$ cat config.mk
export PLATFORM = sky130hd
export DESIGN_NAME = serial_port_controller
export DESIGN_NICKNAME = d
export VERILOG_FILES = /design/src/rtl/serial_port_controller_pkg.sv /design/src/rtl/serial_port_controller_sync2.sv /design/src/rtl/serial_port_controller.sv
export SDC_FILE = /design/constraint.sdc
export NUM_CORES = 1
export LEC_CHECK = 0
export CORE_UTILIZATION = 35
export CTS_BUF_LIST = sky130_fd_sc_hd__clkbuf_2
export DETAILED_ROUTE_END_ITERATION = 8
export GPL_TIMING_DRIVEN = 1
export HOLD_SLACK_MARGIN = 0.1
export PLACE_DENSITY = 0.59
export SYNTH_ARGS = -nofsm -noshare
export SYNTH_HDL_FRONTEND = slang
export SYNTH_SLANG_ARGS = --single-unit
export TNS_END_PERCENT = 10
$ cat constraint.sdc
create_clock -name clk -period 4.6 [get_ports clk]
set_clock_uncertainty 0.1 [all_clocks]
set_input_delay 0.46 -clock clk [delete_from_list [all_inputs] [get_ports clk]]
set_output_delay 0.46 -clock clk [all_outputs]
set_load 0.005 [all_outputs]
$ cat src/rtl/serial_port_controller_pkg.sv
// Shared peripheral package: UART strobe controller state/constants and the
// SRAM controller types that arbitrate the shared base_ram_data lines.
package serial_port_controller_pkg;

    localparam int unsigned UART_RD_PULSE_DEFAULT = 32'd2;
    localparam int unsigned UART_WR_PULSE_DEFAULT = 32'd2;
    localparam int unsigned PULSE_CNT_W           = 32'd4;

    typedef enum logic [3:0] {
        IDLE      = 4'd0,
        ACQ       = 4'd1,
        RD_WAIT   = 4'd2,
        RD_LOW    = 4'd3,
        WR_SETUP  = 4'd4,
        WR_LOW    = 4'd5,
        WR_HOLD   = 4'd6,
        WAIT_TBRE = 4'd7,
        WAIT_TSRE = 4'd8,
        DONE      = 4'd9
    } sp_state_e;

    typedef struct packed {
        logic       we;
        logic [7:0] data;
    } sp_req_t;

    typedef enum logic [1:0] {
        SRAM_OWNER_NONE = 2'd0,
        SRAM_OWNER_CPU  = 2'd1,
        SRAM_OWNER_UART = 2'd2
    } sram_owner_e;

    typedef struct packed {
        logic        ce_n;
        logic        oe_n;
        logic        we_n;
        logic [19:0] addr;
    } sram_ctrl_t;

    // Counters count down to zero, so a pulse of N cycles loads N-1.
    function automatic logic [PULSE_CNT_W-1:0] pulse_load(input int unsigned cyc);
        return PULSE_CNT_W'(cyc - 32'd1);
    endfunction

endpackage

$ cat src/rtl/serial_port_controller_sync2.sv
// Two-flop synchroniser for the asynchronous CPLD status lines.
module sync2 (
    input  logic clk,
    input  logic rst_n,
    input  logic d,
    output logic q
);

    logic meta_r;

    // Metastability stage followed by the stable output stage.
    always_ff @(posedge clk or negedge rst_n) begin
        if (!rst_n) begin
            meta_r <= 1'b0;
            q      <= 1'b0;
        end else begin
            meta_r <= d;
            q      <= meta_r;
        end
    end

endmodule

$ cat src/rtl/serial_port_controller.sv
// CPU byte requests turned into CPLD UART read/write strobes on the
// base_ram_data[7:0] lines borrowed from the SRAM controller.
module serial_port_controller
    import serial_port_controller_pkg::*;
#(
    parameter int unsigned RD_PULSE_CYC = UART_RD_PULSE_DEFAULT,
    parameter int unsigned WR_PULSE_CYC = UART_WR_PULSE_DEFAULT
) (
    input  logic       clk,
    input  logic       rst_n,
    input  logic       req_valid,
    output logic       req_ready,
    input  logic       req_we,
    input  logic [7:0] req_wdata,
    output logic       resp_valid,
    output logic [7:0] resp_rdata,
    output logic       stat_rx_avail,
    output logic       stat_tx_idle,
    output logic       bus_req,
    input  logic       bus_gnt,
    output logic       uart_rdn,
    output logic       uart_wrn,
    input  logic       uart_dataready,
    input  logic       uart_tbre,
    input  logic       uart_tsre,
    input  logic [7:0] uart_data_i,
    output logic [7:0] uart_data_o,
    output logic       uart_data_oe
);

    localparam logic [PULSE_CNT_W-1:0] RD_LOAD = pulse_load(RD_PULSE_CYC);
    localparam logic [PULSE_CNT_W-1:0] WR_LOAD = pulse_load(WR_PULSE_CYC);

    sp_state_e              state_r;
    sp_state_e              state_s;
    logic [PULSE_CNT_W-1:0] cnt_r;
    logic [PULSE_CNT_W-1:0] cnt_s;
    sp_req_t                req_r;
    logic                   accept_s;
    logic                   capture_s;
    logic                   rx_avail_s;
    logic                   tbre_s;
    logic                   tsre_s;
    logic                   rdn_s;
    logic                   wrn_s;
    logic                   oe_s;
    logic [7:0]             data_o_s;

    sync2 u_sync_rx   (.clk(clk), .rst_n(rst_n), .d(uart_dataready), .q(rx_avail_s));
    sync2 u_sync_tbre (.clk(clk), .rst_n(rst_n), .d(uart_tbre),      .q(tbre_s));
    sync2 u_sync_tsre (.clk(clk), .rst_n(rst_n), .d(uart_tsre),      .q(tsre_s));

    assign stat_rx_avail = rx_avail_s;
    assign stat_tx_idle  = tbre_s && tsre_s;

    // Next-state, pulse counter and next-output decode.
    always_comb begin
        state_s   = state_r;
        cnt_s     = cnt_r;
        accept_s  = 1'b0;
        capture_s = 1'b0;
        case (state_r)
            IDLE: begin
                if (req_valid && req_ready) begin
                    accept_s = 1'b1;
                    state_s  = ACQ;
                end else begin
                    state_s  = IDLE;
                end
            end
            ACQ: begin
                if (!bus_gnt) begin
                    state_s = ACQ;
                end else if (req_r.we) begin
                    state_s = WR_SETUP;
                end else begin
                    state_s = RD_WAIT;
                end
            end
            RD_WAIT: begin
                // Grant may still be withdrawn here: fall back and re-request.
                if (!bus_gnt) begin
                    state_s = ACQ;
                end else if (rx_avail_s) begin
                    state_s = RD_LOW;
                    cnt_s   = RD_LOAD;
                end else begin
                    state_s = RD_WAIT;
                end
            end
            RD_LOW: begin
                if (cnt_r == {PULSE_CNT_W{1'b0}}) begin
                    capture_s = 1'b1;
                    state_s   = DONE;
                end else begin
                    cnt_s     = cnt_r - {{(PULSE_CNT_W-1){1'b0}}, 1'b1};
                end
            end
            WR_SETUP: begin
                state_s = WR_LOW;
                cnt_s   = WR_LOAD;
            end
            WR_LOW: begin
                if (cnt_r == {PULSE_CNT_W{1'b0}}) begin
                    state_s = WR_HOLD;
                end else begin
                    cnt_s   = cnt_r - {{(PULSE_CNT_W-1){1'b0}}, 1'b1};
                end
            end
            WR_HOLD: begin
                state_s = WAIT_TBRE;
            end
            WAIT_TBRE: begin
                if (tbre_s) begin
                    state_s = WAIT_TSRE;
                end else begin
                    state_s = WAIT_TBRE;
                end
            end
            WAIT_TSRE: begin
                if (tsre_s) begin
                    state_s = DONE;
                end else begin
                    state_s = WAIT_TSRE;
                end
            end
            DONE: begin
                state_s = IDLE;
            end
            default: begin
                state_s = IDLE;
            end
        endcase

        // Outputs are decoded from the next state so the registered pins line up with state_r.
        rdn_s    = (state_s != RD_LOW);
        wrn_s    = (state_s != WR_LOW);
        oe_s     = (state_s == WR_SETUP) || (state_s == WR_LOW) || (state_s == WR_HOLD);
        data_o_s = oe_s ? req_r.data : 8'h00;
    end

    // State, pulse counter, request latch and read-data capture.
    always_ff @(posedge clk or negedge rst_n) begin
        if (!rst_n) begin
            state_r    <= IDLE;
            cnt_r      <= {PULSE_CNT_W{1'b0}};
            req_r      <= '0;
            resp_rdata <= 8'h00;
        end else begin
            state_r <= state_s;
            cnt_r   <= cnt_s;
            if (accept_s) begin
                req_r <= '{we: req_we, data: req_wdata};
            end
            if (capture_s) begin
                resp_rdata <= uart_data_i;
            end
        end
    end

    // Registered pin drivers; reset releases both strobes and the data bus at once.
    always_ff @(posedge clk or negedge rst_n) begin
        if (!rst_n) begin
            uart_rdn     <= 1'b1;
            uart_wrn     <= 1'b1;
            uart_data_oe <= 1'b0;
            uart_data_o  <= 8'h00;
            bus_req      <= 1'b0;
            resp_valid   <= 1'b0;
            req_ready    <= 1'b1;
        end else begin
            uart_rdn     <= rdn_s;
            uart_wrn     <= wrn_s;
            uart_data_oe <= oe_s;
            uart_data_o  <= data_o_s;
            bus_req      <= (state_s != IDLE);
            resp_valid   <= (state_s == DONE);
            req_ready    <= (state_s == IDLE);
        end
    end

endmodule
# Word-level counts from Yosys, hierarchy flattened
# Cells that the tools add are included.
[word_totals]
ff_bits = 45
word_cells = 66
out_inout_bits = 24
inputBits = 24
[op_classes]
eq_ne = 17
n_mux = 19
reduce_logical = 11
add_sub_neg = 1
[ops]
columns = ["operator", "n"]
rows = [
  ["$pmux 4 s9", 1],
  ["$eq 4x3->1 const B", 7],
  ["$mux 4", 6],
  ["$logic_not 4->1", 3],
  ["$pmux 4 s3", 1],
  ["$eq 4x2->1 const B", 2],
  ["$eq 4x4->1 const B", 2],
  ["$mux 8", 1],
  ["$mux 1", 7],
  ["$mux 3", 2],
  ["$eq 4x1->1 const B", 1],
  ["$ne 2x2->1 const B", 2],
  ["$ne 4x2->1 const B", 1],
  ["$ne 4x3->1 const B", 1],
  ["$reduce_and 4->1", 1],
  ["$reduce_bool 4->1", 1],
  ["$sub 4x1->4 const B", 1],
  ["$reduce_bool 3->1", 1],
  ["$logic_and 1x1->1", 2],
  ["$logic_or 1x1->1", 2],
  ["$mux 2", 1],
  ["$ne 2x1->1 const B", 1],
  ["$reduce_or 2->1", 1],
]

# Logic depth before layout (Yosys ltp)
# Gate-level depths: netlist of run 1.
[logic_depth]
word_depth = 7
mapped_depth = 7
depth_no_buf = 7

# By module
# From an unflattened synthesis of run 1, not the netlist that was laid out.
[unflattened]
hier_cells = 149
area_unflattened_um2 = 1888.1
[by_module_without_submodules]
columns = ["mod", "instances", "cells_per_inst", "area_per_inst_um2"]
rows = [
  ["serial_port_controller", 1, 143, 1737.9],
  ["sync2", 3, 2, 50.0],
]

# Worst setup path before layout of run 1
# No wires, ideal clock.
[synth_path]
path_kind = "register -> register"
start = "register cnt_r[0]"
end = "register uart_data_o[0]"
path_stages_with_launch = 8
arrival_ns = 1.575
setup_slack_ns = 2.797
period_less_slack_ns = 1.803
n_path_buf = 0
t_required_ns = 4.372
cell_sequence = "dfrtp_1 > inv_1 > ha_1 > nor3b_4 > mux2i_1 > o41ai_4 > a21oi_4 > nor2_1"
[synth_between]
elab_chain_cells = 7
word_cells_on_any_way = 10
[synth_lines]
columns = ["item", "line", "rtl"]
rows = [
  ["from (decl)", "serial_port_controller.sv:36", "logic [PULSE_CNT_W-1:0] cnt_r;"],
  ["from (signal assigned)", "serial_port_controller.sv:146", "cnt_r <= {PULSE_CNT_W{1'b0}};"],
  ["from (signal assigned)", "serial_port_controller.sv:151", "cnt_r <= cnt_s;"],
  ["$logic_not 4->1 (*)", "serial_port_controller.sv:92, serial_port_controller.sv:104", ""],
  ["$mux 4, on equally long branches", "serial_port_controller.sv:104, serial_port_controller.sv:92", ""],
  ["$pmux 4 s9 (*)", "serial_port_controller.sv:62", "case (state_r)"],
  ["$eq 4x3->1", "serial_port_controller.sv:138", "oe_s = (state_s == WR_SETUP) || (state_s == WR_LOW) || (state_s == WR_HOLD);"],
  ["$logic_or 1x1->1", "serial_port_controller.sv:138", ""],
  ["$logic_or 1x1->1 (*)", "serial_port_controller.sv:138", ""],
  ["$mux 8 (*)", "serial_port_controller.sv:139", "data_o_s = oe_s ? req_r.data : 8'h00;"],
  ["named net data_o_s[0]", "serial_port_controller.sv:47", "logic [7:0] data_o_s;"],
  ["to (signal assigned)", "serial_port_controller.sv:175", "uart_data_o <= data_o_s;"],
  ["to (decl)", "serial_port_controller.sv:27", "output logic [7:0] uart_data_o,"],
]
# Mark *: on every way through the listed nets, which the timed path passes. The rest lies on a longest branch.
# A chain may end at the register's enable or synchronous reset.

# Final worst setup path of run 1
[layout_path]
start = "register req_ready"
end = "output port req_ready"
[layout_rtl]
columns = ["item", "line", "rtl"]
rows = [
  ["from (decl)", "serial_port_controller.sv:12", "output logic req_ready,"],
  ["from (signal assigned)", "serial_port_controller.sv:178", "req_ready <= (state_s == IDLE);"],
]
# No word-level cell between the ends.

==> PnR_summary.wiki, run 1 <==
{| class="wikitable"
! Metric !! Value
|-
| Final worst path period need || 2060 ps
|-
| Synth Flop Type || sky130_fd_sc_hd__dfrtp_1
|-
| Antenna Diode Count || 0
|-
| Post-CTS Setup Bufs || 0
|-
| Number of nets in the synthesized netlist || 179
|-
| Largest area contributor in the synthesized netlist || sky130_fd_sc_hd__dfrtp_1
|-
| Critical path data required time || 4040 ps
|-
| TritonCTS clock tree || built
|-
| Power Dens Cells || 568 mW/mm^2
|-
| Crit path launch type || flip-flop
|-
| Total number of clock tree sinks || 45
|-
| Accumulated negative setup slack || 0 ps
|-
| Max Freq || 484 MHz
|-
| Setup Viol. Count Final || 0
|-
| Total number of vias || 1,317
|-
| Util after Layout || 47.8%
|-
| Logic gate share of total power || 42.2%
|-
| Outcome || finished, final reports clean
|-
| Cell types with the highest counts after synthesis || sky130_fd_sc_hd__dfrtp_1, sky130_fd_sc_hd__mux2_2, sky130_fd_sc_hd__nand2_1, sky130_fd_sc_hd__nor2_1, sky130_fd_sc_hd__o21ai_0
|-
| Compound-gate portion of the synthesized area || 8.14%
|-
| Number of buffers added on ports || 47
|-
| Setup Slack @ Placement || 2380 ps
|-
| Total of fill cells in the finished design || 472
|-
| CTS buffer count || 5
|-
| WL per Instance || 13.6 um
|-
| Worst-Skew Late Latency || 390 ps
|-
| Resized Gates After CTS || 0
|-
| Cell types with the largest area share after synthesis || sky130_fd_sc_hd__dfrtp_1, sky130_fd_sc_hd__mux2_2, sky130_fd_sc_hd__dfstp_2
|-
| Cts-stage hold buffer count || 0
|-
| Overall power after layout || 1.40 mW
|-
| Worst path cell trace || clkdlybuf4s50_1
|-
| Area fraction of the dominant cell type after synthesis || 55.1%
|-
| Largest vdd supply drop || 0.200 mV
|-
| Share of layout cells above drive strength 1 || 17.6%
|-
| Static Leakage || 1.07 nW
|-
| Post-Synth Simple-Gate Area || 16.8%
|-
| Fraction of the yosys area taken by sequential cells || 59.3%
|-
| Maximum root-to-sink buffer count || 2
|-
| Horizontal die dimension || 75.8 um
|-
| CP max stage delay || 610 ps
|-
| Global-route wire length before repair || 5980 um
|-
| Via density per instance || 4.81
|-
| Hold WC Path Type || primary input to async pin
|-
| Number of max-cap violations || 0
|-
| Total of warnings raised by yosys || 0
|-
| Core area || 0.00517 sq mm
|-
| Number of primary I/O pins || 48
|-
| Routability congestion estimate || 0.835
|-
| Number of antenna violations at the first check in global routing || 0
|-
| Multi-input gate area || 712 sq um
|-
| Count of TritonRoute iterations in the first routing pass || 4
|-
| Mean Syn Cell Area || 12.4 sq um
|-
| Critical Path Fanout Max || 3
|-
| Endpoint class of the critical path || primary output
|-
| Initial Util || 36.9%
|-
| NumNets Final || 228
|-
| Type of the setup path with the least slack || flip-flop to primary output
|-
| Total global routing track utilization || 14.2%
|-
| Area used by sequential logic in the layout || 0.00113 sq mm
|-
| Clock slew at the register clock pins of the worst setup and hold paths || 230 ps
|-
| Half-perimeter wire length after placement || 2670 um
|-
| Internal portion of total power || 906 uW
|-
| Power spent charging and discharging nets || 495 uW
|-
| Post-synthesis mux area share || 11.7%
|-
| Master of the slowest instance on the critical path || sky130_fd_sc_hd__dfstp_2
|-
| Total number of H-tree levels || 2
|-
| Total standard cell area after synthesis || 0.00191 sq mm
|-
| Largest delay contributor family on the critical path || flip-flops
|-
| Remaining DRCs || 0
|-
| Vertical extent of the die || 75.8 um
|-
| Root buffer cell || sky130_fd_sc_hd__clkbuf_2
|-
| Period utilization || 44.9%
|-
| Starting DRT DRC Count || 81
|-
| Post-DP Area || 0.00243 sq mm
|-
| Transition time at the pin with the least slew margin || 960 ps
|-
| Slew headroom || 36.0%
|-
| Final non-filler cell area || 0.00247 sq mm
|-
| EDFF count, synth || 0
|-
| Post-DRT Antenna Nets || 0
|-
| Global route overflow || 0
|-
| Share of synthesized cell area in full adder, half adder and majority cells || 0.656%
|-
| Top-count cell post-synth || sky130_fd_sc_hd__dfrtp_1
|-
| Total wirelength of the detailed-routed design || 3730 um
|-
| Maximum number of pins on one net before global-route repair || 46
|-
| Async set-reset flop share out of synthesis || 100%
|-
| Number of distinct standard cells referenced by the synthesized netlist || 39
|-
| Row cnt || 26
|-
| Setup slack after layout || 2540 ps
|-
| Power share of the sequential group || 46.4%
|-
| Die Area || 0.00575 sq mm
|-
| Data arrival time at the worst-slack endpoint || 1500 ps
|-
| Fraction of synthesized cell area in xor and xnor cells || 0%
|-
| Proportion of power drawn by the clock network || 11.4%
|-
| Unrepaired setup endpoints after global routing || false
|-
| Number of buffer and inverter instances along the worst setup path || 1
|-
| Via count of the first global-routing pass || 1,292
|-
| Largest family of logic cells by synthesized area || simple AND/OR/NAND/NOR gates
|-
| Switching Fraction || 35.3%
|-
| Gate count after technology mapping || 154
|-
| Synthesis-stage register bit count || 45
|-
| Layout overhead on the synthesized area || 29.5%
|-
| Number of hold violations in the final report || 0
|-
| Slew Viols, Final || 0
|}
==> layout make-up <==
class / instances / share of cell area [%]
inverters: 7 / 1.06
clock inverters: 3 / 0.659
flip-flops and latches: 45 / 45.7
clock buffers: 5 / 1.01
multi-input cells: 96 / 28.8
well taps: 70 / 3.55
repair buffers: 48 / 19.1
==> placed cells by master, fill, tap and decap left out, types with 2 or more instances in the layout <==
cell type                         count
sky130_fd_sc_hd__and2_1               3
sky130_fd_sc_hd__a21oi_1              4
sky130_fd_sc_hd__nor2_1              13
sky130_fd_sc_hd__a31oi_1              2
sky130_fd_sc_hd__inv_1                6
sky130_fd_sc_hd__nand2_1             13
sky130_fd_sc_hd__clkbuf_2             5
sky130_fd_sc_hd__nand3_1              2
sky130_fd_sc_hd__nor3_1               4
sky130_fd_sc_hd__clkinv_1             2
sky130_fd_sc_hd__o21ai_0              7
sky130_fd_sc_hd__clkdlybuf4s50_1     46
sky130_fd_sc_hd__a211oi_1             2
sky130_fd_sc_hd__nand2b_1             4
sky130_fd_sc_hd__nand3b_1             3
sky130_fd_sc_hd__and3b_1              2
sky130_fd_sc_hd__dfstp_2              3
sky130_fd_sc_hd__dfrtp_1             42
sky130_fd_sc_hd__mux2_2              18
==> through the flow <==
stage / hold slack, ps / std cells
2_1_floorplan: 64.4 / 154
3_3_place_gp: 237 / 266
3_5_place_dp: 236 / 266
4_1_cts: 101 / 274
5_1_grt: 104 / 274
6_report: 69.3 / 274
==> flip-flops by register name (all words and copies together) (netlist names) <==
name and flops:
u_sync_tsre.meta_r 1, bus_req 1, u_sync_rx.q 1, u_sync_rx.meta_r 1, cnt_r 4, req_r 9
uart_data_o 8, uart_rdn 1, state_r 4, u_sync_tbre.q 1, uart_wrn 1, resp_rdata 8
u_sync_tbre.meta_r 1, uart_data_oe 1, resp_valid 1, req_ready 1, u_sync_tsre.q 1
==> metal layers <==
metal	vias to the layer above	wire (um)	GRT usage [%]	share of wire [%]
met1	654	1710	18.3	46
met2	28	1820	23.1	49
li1	628	-	-	-
met5	-	0	0	0
met4	0	37	4.32	0.99
met3	7	168	4.23	4.5
==> power by group through the flow <==
| stage | Sequential (mW) | Combinational, mW | Clock (mW) |
|---|---|---|---|
| 6_report | 0.650 | 0.591 | 0.160 |
| 5_1_grt | 0.669 | 0.654 | 0.187 |
| 4_1_cts | 0.648 | 0.600 | 0.170 |
| 3_5_place_dp | 0.657 | 0.599 | 0 |
| 3_3_place_gp | 0.649 | 0.581 | 0 |
| 2_1_floorplan | 0.616 | 0.385 | 0 |
==> worst paths after layout <==
kind	start	to	slack, ps	depth (start not counted)
max reg2reg	cnt_r[0]$_DFFE_PN0P_	uart_data_o[2]$_DFF_PN0_	2550	7
min	rst_n	resp_valid$_DFF_PN0_	70	1
min reg2reg	u_sync_tbre.meta_r$_DFF_PN0_	u_sync_tbre.q$_DFF_PN0_	280	0
min in group clk	u_sync_tbre.meta_r$_DFF_PN0_	u_sync_tbre.q$_DFF_PN0_	280	0
max	req_ready$_DFF_PN1_	req_ready	2540	1
max in group asynchronous	rst_n	cnt_r[2]$_DFFE_PN0P_	3710	1
==> logic make-up after synthesis <==
kind of cell / Yosys count
buffers and inverters: 13
flip-flops: 45
AND/OR/NAND/NOR: 55
multiplexers: 20
AO/OA/AOI/OAI: 20
adder cells (fa/ha/maj): 1
(Power assumes the default switching activity.)
==> run 2: changes to the inputs <==
clock period = 2.1 ns   (was 4.6 ns; I/O delays follow)
==> run 2 against run 1 <==
Compared with the run above:
- first-iteration DRC count grew 44%
- clock power rose by 120%
- non-clock buffer count increased by 9
- via count up 3.9%
- design area is 4.0% higher
- worst hold slack gained 73 ps
- sequential cell count stayed put
==> PnR_summary.wiki, run 2 (synthesis gave the netlist of run 1 again) <==
{| class="wikitable"
! Metric !! Value
|-
| Vertical extent of the die || 75.8 um
|-
| Number of primary I/O pins || 48
|-
| NumNets Final || 238
|-
| Layout overhead on the synthesized area || 34.6%
|-
| Number of buffers added on ports || 47
|-
| Number of max-cap violations || 0
|-
| Maximum root-to-sink buffer count || 2
|-
| Total global routing track utilization || 14.4%
|-
| Transition time at the pin with the least slew margin || 556 ps
|-
| Setup Slack @ Placement || 47.5 ps
|-
| Power Dens Cells || 1260 mW/mm^2
|-
| Remaining DRCs || 0
|-
| Post-placement cell count || 270
|-
| Crit path launch type || flip-flop
|-
| Routability congestion estimate || 0.856
|-
| Hold endpoint || u_sync_rx.meta_r$_DFF_PN0_
|-
| Number of hold violations in the final report || 0
|-
| Largest registers ranked by flip-flop count || req_r x9, resp_rdata x8, uart_data_o x8
|-
| Initial Util || 36.9%
|-
| Type of the setup path with the least slack || flip-flop to flip-flop
|-
| Half-perimeter wire length after placement || 2770 um
|-
| Largest vdd supply drop || 0.545 mV
|-
| Slew headroom || 63.0%
|-
| Worst hold stages || 1
|-
| Critical Path Fanout Max || 6
|-
| Count of TritonRoute iterations in the first routing pass || 4
|-
| Total number of clock tree sinks || 45
|-
| Final worst path period need || 2040 ps
|-
| Terminus of the critical flop-to-flop path || uart_data_o[6]$_DFF_PN0_
|-
| Row cnt || 26
|-
| Commonest non-fill, non-tap cells in the layout || sky130_fd_sc_hd__clkdlybuf4s50_1, sky130_fd_sc_hd__dfrtp_1, sky130_fd_sc_hd__mux2_2
|-
| Number of flip-flops in the largest register || 9
|-
| Total wirelength of the detailed-routed design || 3910 um
|-
| Final non-filler cell area || 0.00257 sq mm
|-
| Biggest register || req_r
|-
| Core area || 0.00517 sq mm
|-
| Outcome || finished, final reports clean
|-
| Share of layout cells above drive strength 1 || 21.5%
|-
| Largest delay contributor family on the critical path || flip-flops
|-
| Period utilization || 97.3%
|-
| Critical path data required time || 2310 ps
|-
| Worst-Skew Late Latency || 390 ps
|-
| Antenna Diode Count || 0
|-
| Util after Layout || 49.6%
|-
| Unrepaired setup endpoints after global routing || false
|-
| Hold WC Path Type || primary input to flip-flop
|-
| Static Leakage || 1.12 nW
|-
| Total number of H-tree levels || 2
|-
| Number of buffer and inverter instances along the worst setup path || 2
|-
| Reg2reg setup slack || 60 ps
|-
| Number of standard cells in the layout, taps in and fillers out || 284
|-
| WL per Instance || 13.8 um
|-
| Via count of the first global-routing pass || 1,322
|-
| TritonCTS clock tree || built
|-
| Total number of vias || 1,368
|-
| Worst path cell trace || inv_1 -> ha_1 -> nor3b_4 -> mux2i_2 -> o41ai_4 -> buf_4 -> a21oi_4 -> nor2_1
|-
| Global route overflow || 0
|-
| Number of antenna violations at the first check in global routing || 0
|-
| Starting DRT DRC Count || 117
|-
| Post-DP Area || 0.00246 sq mm
|-
| WHS || 142 ps
|-
| CP max stage delay || 430 ps
|-
| Master of the slowest instance on the critical path || sky130_fd_sc_hd__dfrtp_1
|-
| Post-DRT Antenna Nets || 0
|-
| Reg2Reg Depth || 8
|-
| Slew Viols, Final || 0
|-
| Data arrival time at the worst-slack endpoint || 2250 ps
|-
| Setup Viol. Count Final || 0
|-
| Origin of the worst min-delay path || uart_dataready
|-
| Clock slew at the register clock pins of the worst setup and hold paths || 220 ps
|-
| CTS buffer count || 5
|-
| Overall power after layout || 3.24 mW
|-
| Endpoint class of the critical path || flip-flop
|-
| Root buffer cell || sky130_fd_sc_hd__clkbuf_2
|-
| Maximum number of pins on one net before global-route repair || 46
|-
| Via density per instance || 4.82
|-
| Total of fill cells in the finished design || 468
|-
| Setup slack after layout || 55.7 ps
|-
| Accumulated negative setup slack || 0 ps
|-
| Origin of the critical flop-to-flop path || cnt_r[0]$_DFFE_PN0P_
|-
| Horizontal die dimension || 75.8 um
|-
| Die Area || 0.00575 sq mm
|-
| Max Freq || 489 MHz
|-
| Global-route wire length before repair || 6050 um
|-
| Most common cell after layout, fill and taps aside || sky130_fd_sc_hd__clkdlybuf4s50_1
|}
run 2: what timing repair did:
action,CTS,global route
hold buffers,1,2
hold endpoints to repair,42,2
resized for setup,0,2
endpoints found under the setup margin,0,7
buffers inserted,0,2
run 2: worst max path at each step:
stage               slack, ps                  endpoint            startpoint  depth (start not counted)
floorplan                 300  uart_data_o[0]$_DFF_PN0_  cnt_r[0]$_DFFE_PN0P_                          7
global placement          170  uart_data_o[6]$_DFF_PN0_  cnt_r[0]$_DFFE_PN0P_                          7
detailed placement         50  uart_data_o[6]$_DFF_PN0_  cnt_r[0]$_DFFE_PN0P_                          7
CTS                        50  uart_data_o[6]$_DFF_PN0_  cnt_r[0]$_DFFE_PN0P_                          7
global route              0.7  uart_data_o[0]$_DFF_PN0_  cnt_r[0]$_DFFE_PN0P_                          8
finish                     60  uart_data_o[6]$_DFF_PN0_  cnt_r[0]$_DFFE_PN0P_                          8
run 2: routing by layer:
metal | GRT usage (%) | routed length [um] | share of wire (%)
met2 | 23.8 | 2010 | 51
met3 | 4.37 | 192 | 4.9
met5 | 0 | 0 | 0
met4 | 4.73 | 40 | 1.0
met1 | 18.0 | 1670 | 43
run 2: worst reg2reg max path, cell delays in order, from the launching register on:
cell and delay (ps):
sky130_fd_sc_hd__dfrtp_1 430, sky130_fd_sc_hd__inv_1 90, sky130_fd_sc_hd__ha_1 180, sky130_fd_sc_hd__nor3b_4 320, sky130_fd_sc_hd__mux2i_2 310, sky130_fd_sc_hd__o41ai_4 110
sky130_fd_sc_hd__buf_4 180, sky130_fd_sc_hd__a21oi_4 190, sky130_fd_sc_hd__nor2_1 90
run 2: cell type report:
cell class	instances	area, sq um	area share [%]
clock buffers	7	35.0	1.36
inverters	7	26.3	1.02
repair buffers	57	548	21.3
flip-flops and latches	45	1130	44.0
multi-input cells	97	732	28.5
clock inverters	1	8.76	0.341
well taps	70	87.6	3.41
run 2: power breakdown:
part	switching, mW	internal [mW]	total (mW)
clock network	0.264	0.0952	0.359
logic	0.647	0.818	1.46
registers	0.241	1.18	1.42
==> run 3: changes to the inputs <==
clock period = 2.5 ns   (was 2.1 ns; I/O delays follow)
==> run 3 against run 2 <==
Compared with the run above:
- worst hold slack gained 33 ps
- cell count is 3.2% lower
- critical path type unchanged
- sequential cell count unchanged
- setup slack gained 380 ps
- via count is 5.3% lower
- sequential power shrank 16%
- power shrank 20%
- design area down 3.4%
- critical endpoint is now uart_data_o[2]$_DFF_PN0_
- non-clock buffer count shrank 8
==> PnR_summary.wiki, run 3 (synthesis gave the netlist of run 1 again) <==
{| class="wikitable"
! Metric !! Value
|-
| NumNets Final || 229
|-
| Total of fill cells in the finished design || 477
|-
| Total global routing track utilization || 15.2%
|-
| Final non-filler cell area || 0.00248 sq mm
|-
| Accumulated negative setup slack || 0 ps
|-
| Biggest register || req_r
|-
| Area used by sequential logic in the layout || 0.00113 sq mm
|-
| Transition time at the pin with the least slew margin || 967 ps
|-
| Initial Util || 36.9%
|-
| WL per Instance || 14.1 um
|-
| Horizontal die dimension || 75.8 um
|-
| Data arrival time at the worst-slack endpoint || 2250 ps
|-
| Commonest non-fill, non-tap cells in the layout || sky130_fd_sc_hd__clkdlybuf4s50_1, sky130_fd_sc_hd__dfrtp_1, sky130_fd_sc_hd__mux2_2
|-
| Half-perimeter wire length after placement || 2860 um
|-
| Critical path data required time || 2690 ps
|-
| Critical Path Fanout Max || 10
|-
| Post-CTS Setup Bufs || 0
|-
| Total number of clock tree sinks || 45
|-
| Global route overflow || 0
|-
| Number of hold violations in the final report || 0
|-
| Resized Gates After CTS || 0
|-
| Period utilization || 82.5%
|-
| Vertical extent of the die || 75.8 um
|-
| Type of the setup path with the least slack || flip-flop to flip-flop
|-
| Static Leakage || 1.07 nW
|-
| Number of max-cap violations || 0
|-
| Row cnt || 26
|-
| Core area || 0.00517 sq mm
|-
| Cts-stage hold buffer count || 1
|-
| Layout overhead on the synthesized area || 30.1%
|-
| Number of flip-flops in the largest register || 9
|-
| Setup Viol. Count Final || 0
|-
| Final worst path period need || 2060 ps
|-
| Multi-input gate area || 712 sq um
|-
| Largest vdd supply drop || 0.426 mV
|-
| Maximum number of pins on one net before global-route repair || 46
|-
| Number of primary I/O pins || 48
|-
| Number of antenna violations at the first check in global routing || 0
|-
| Crit path launch type || flip-flop
|-
| Post-DRT Antenna Nets || 0
|-
| Via count of the first global-routing pass || 1,355
|-
| Unrepaired setup endpoints after global routing || false
|-
| CP max stage delay || 440 ps
|-
| Global-route wire length before repair || 6360 um
|-
| CTS buffer count || 5
|-
| TritonCTS clock tree || built
|-
| Largest delay contributor family on the critical path || flip-flops
|-
| Remaining DRCs || 0
|-
| Maximum root-to-sink buffer count || 2
|-
| Number of buffer and inverter instances along the worst setup path || 1
|-
| Max Freq || 485 MHz
|-
| Routability congestion estimate || 0.837
|-
| Total number of H-tree levels || 2
|-
| Die Area || 0.00575 sq mm
|-
| Outcome || finished, final reports clean
|-
| Power Dens Cells || 1050 mW/mm^2
|-
| Slew headroom || 35.5%
|-
| Worst-Skew Late Latency || 390 ps
|-
| Root buffer cell || sky130_fd_sc_hd__clkbuf_2
|-
| Starting DRT DRC Count || 36
|-
| Most common cell after layout, fill and taps aside || sky130_fd_sc_hd__clkdlybuf4s50_1
|-
| Master of the slowest instance on the critical path || sky130_fd_sc_hd__dfrtp_1
|-
| Endpoint class of the critical path || flip-flop
|-
| Antenna Diode Count || 0
|-
| Slew Viols, Final || 0
|-
| Post-DP Area || 0.00243 sq mm
|-
| Hold WC Path Type || primary input to flip-flop
|-
| Clock slew at the register clock pins of the worst setup and hold paths || 200 ps
|-
| Share of layout cells above drive strength 1 || 18.5%
|-
| Total wirelength of the detailed-routed design || 3880 um
|-
| Number of buffers added on ports || 47
|-
| Via density per instance || 4.71
|-
| Count of TritonRoute iterations in the first routing pass || 4
|-
| Total number of vias || 1,295
|-
| Largest registers ranked by flip-flop count || req_r x9, resp_rdata x8, uart_data_o x8
|-
| Worst path cell trace || inv_1 -> ha_1 -> nor3b_4 -> mux2i_1 -> o41ai_4 -> a21oi_4 -> nor2_1
|}
[run 3: cell types whose count changed in the layout (fill, tap and decap cells not counted)]
cell and delta:
sky130_fd_sc_hd__mux2i_1 +1, sky130_fd_sc_hd__clkinvlp_4 +1, sky130_fd_sc_hd__a21oi_4 -1, sky130_fd_sc_hd__clkinv_4 -1
sky130_fd_sc_hd__mux2i_2 -1, sky130_fd_sc_hd__buf_4 -6, sky130_fd_sc_hd__dlygate4sd3_1 -2
[run 3: cell type report]
type                    count  area share [%]
inverters                   7            1.06
flip-flops and latches     45            45.5
clock buffers               7            1.41
clock inverters             1           0.303
repair buffers             49            19.5
well taps                  70            3.53
multi-input cells          96            28.7
[run 3: per-stage QoR]
step                      util [%]  hold slack (ps)  worst slack, ps  instances  power, mW
after floorplan                  -             -146              697        154       1.84
after CTS                     48.0              146              430        275       2.62
after global placement        47.0              236              538        266       2.27
after detailed placement      47.0              240              442        266       2.33
final                         48.0              175              439        275       2.60
after global routing          48.0              109              270        275       2.80
[run 3: power by group]
group	internal, mW	switching, mW	total, mW
clock network	0.0775	0.219	0.296
registers	0.989	0.205	1.19
logic	0.614	0.492	1.11
total	1.68	0.916	2.60
[run 3: path summary, 6_finish.rpt]
| path | to | cells after the start | from | slack [ps] |
|---|---|---|---|---|
| min in group asynchronous | resp_valid$_DFF_PN0_ | 2 | rst_n | 410 |
| hold reg to reg | u_sync_tsre.q$_DFF_PN0_ | 0 | u_sync_tsre.meta_r$_DFF_PN0_ | 280 |
| hold / removal | u_sync_tbre.meta_r$_DFF_PN0_ | 1 | uart_tbre | 180 |
| max in group asynchronous | cnt_r[2]$_DFFE_PN0P_ | 2 | rst_n | 1280 |
| setup / recovery | uart_data_o[2]$_DFF_PN0_ | 7 | cnt_r[0]$_DFFE_PN0P_ | 440 |
| setup reg to reg | uart_data_o[2]$_DFF_PN0_ | 7 | cnt_r[0]$_DFFE_PN0P_ | 440 |
[run 3: routing by layer]
metal | vias to the layer above | part of all wire, % | track usage (%)
met5 | - | 0 | 0
met4 | 0 | 1.2 | 5.14
met3 | 6 | 4.0 | 4.50
met2 | 30 | 52 | 25.1
met1 | 631 | 42 | 19.2
li1 | 628 | - | -
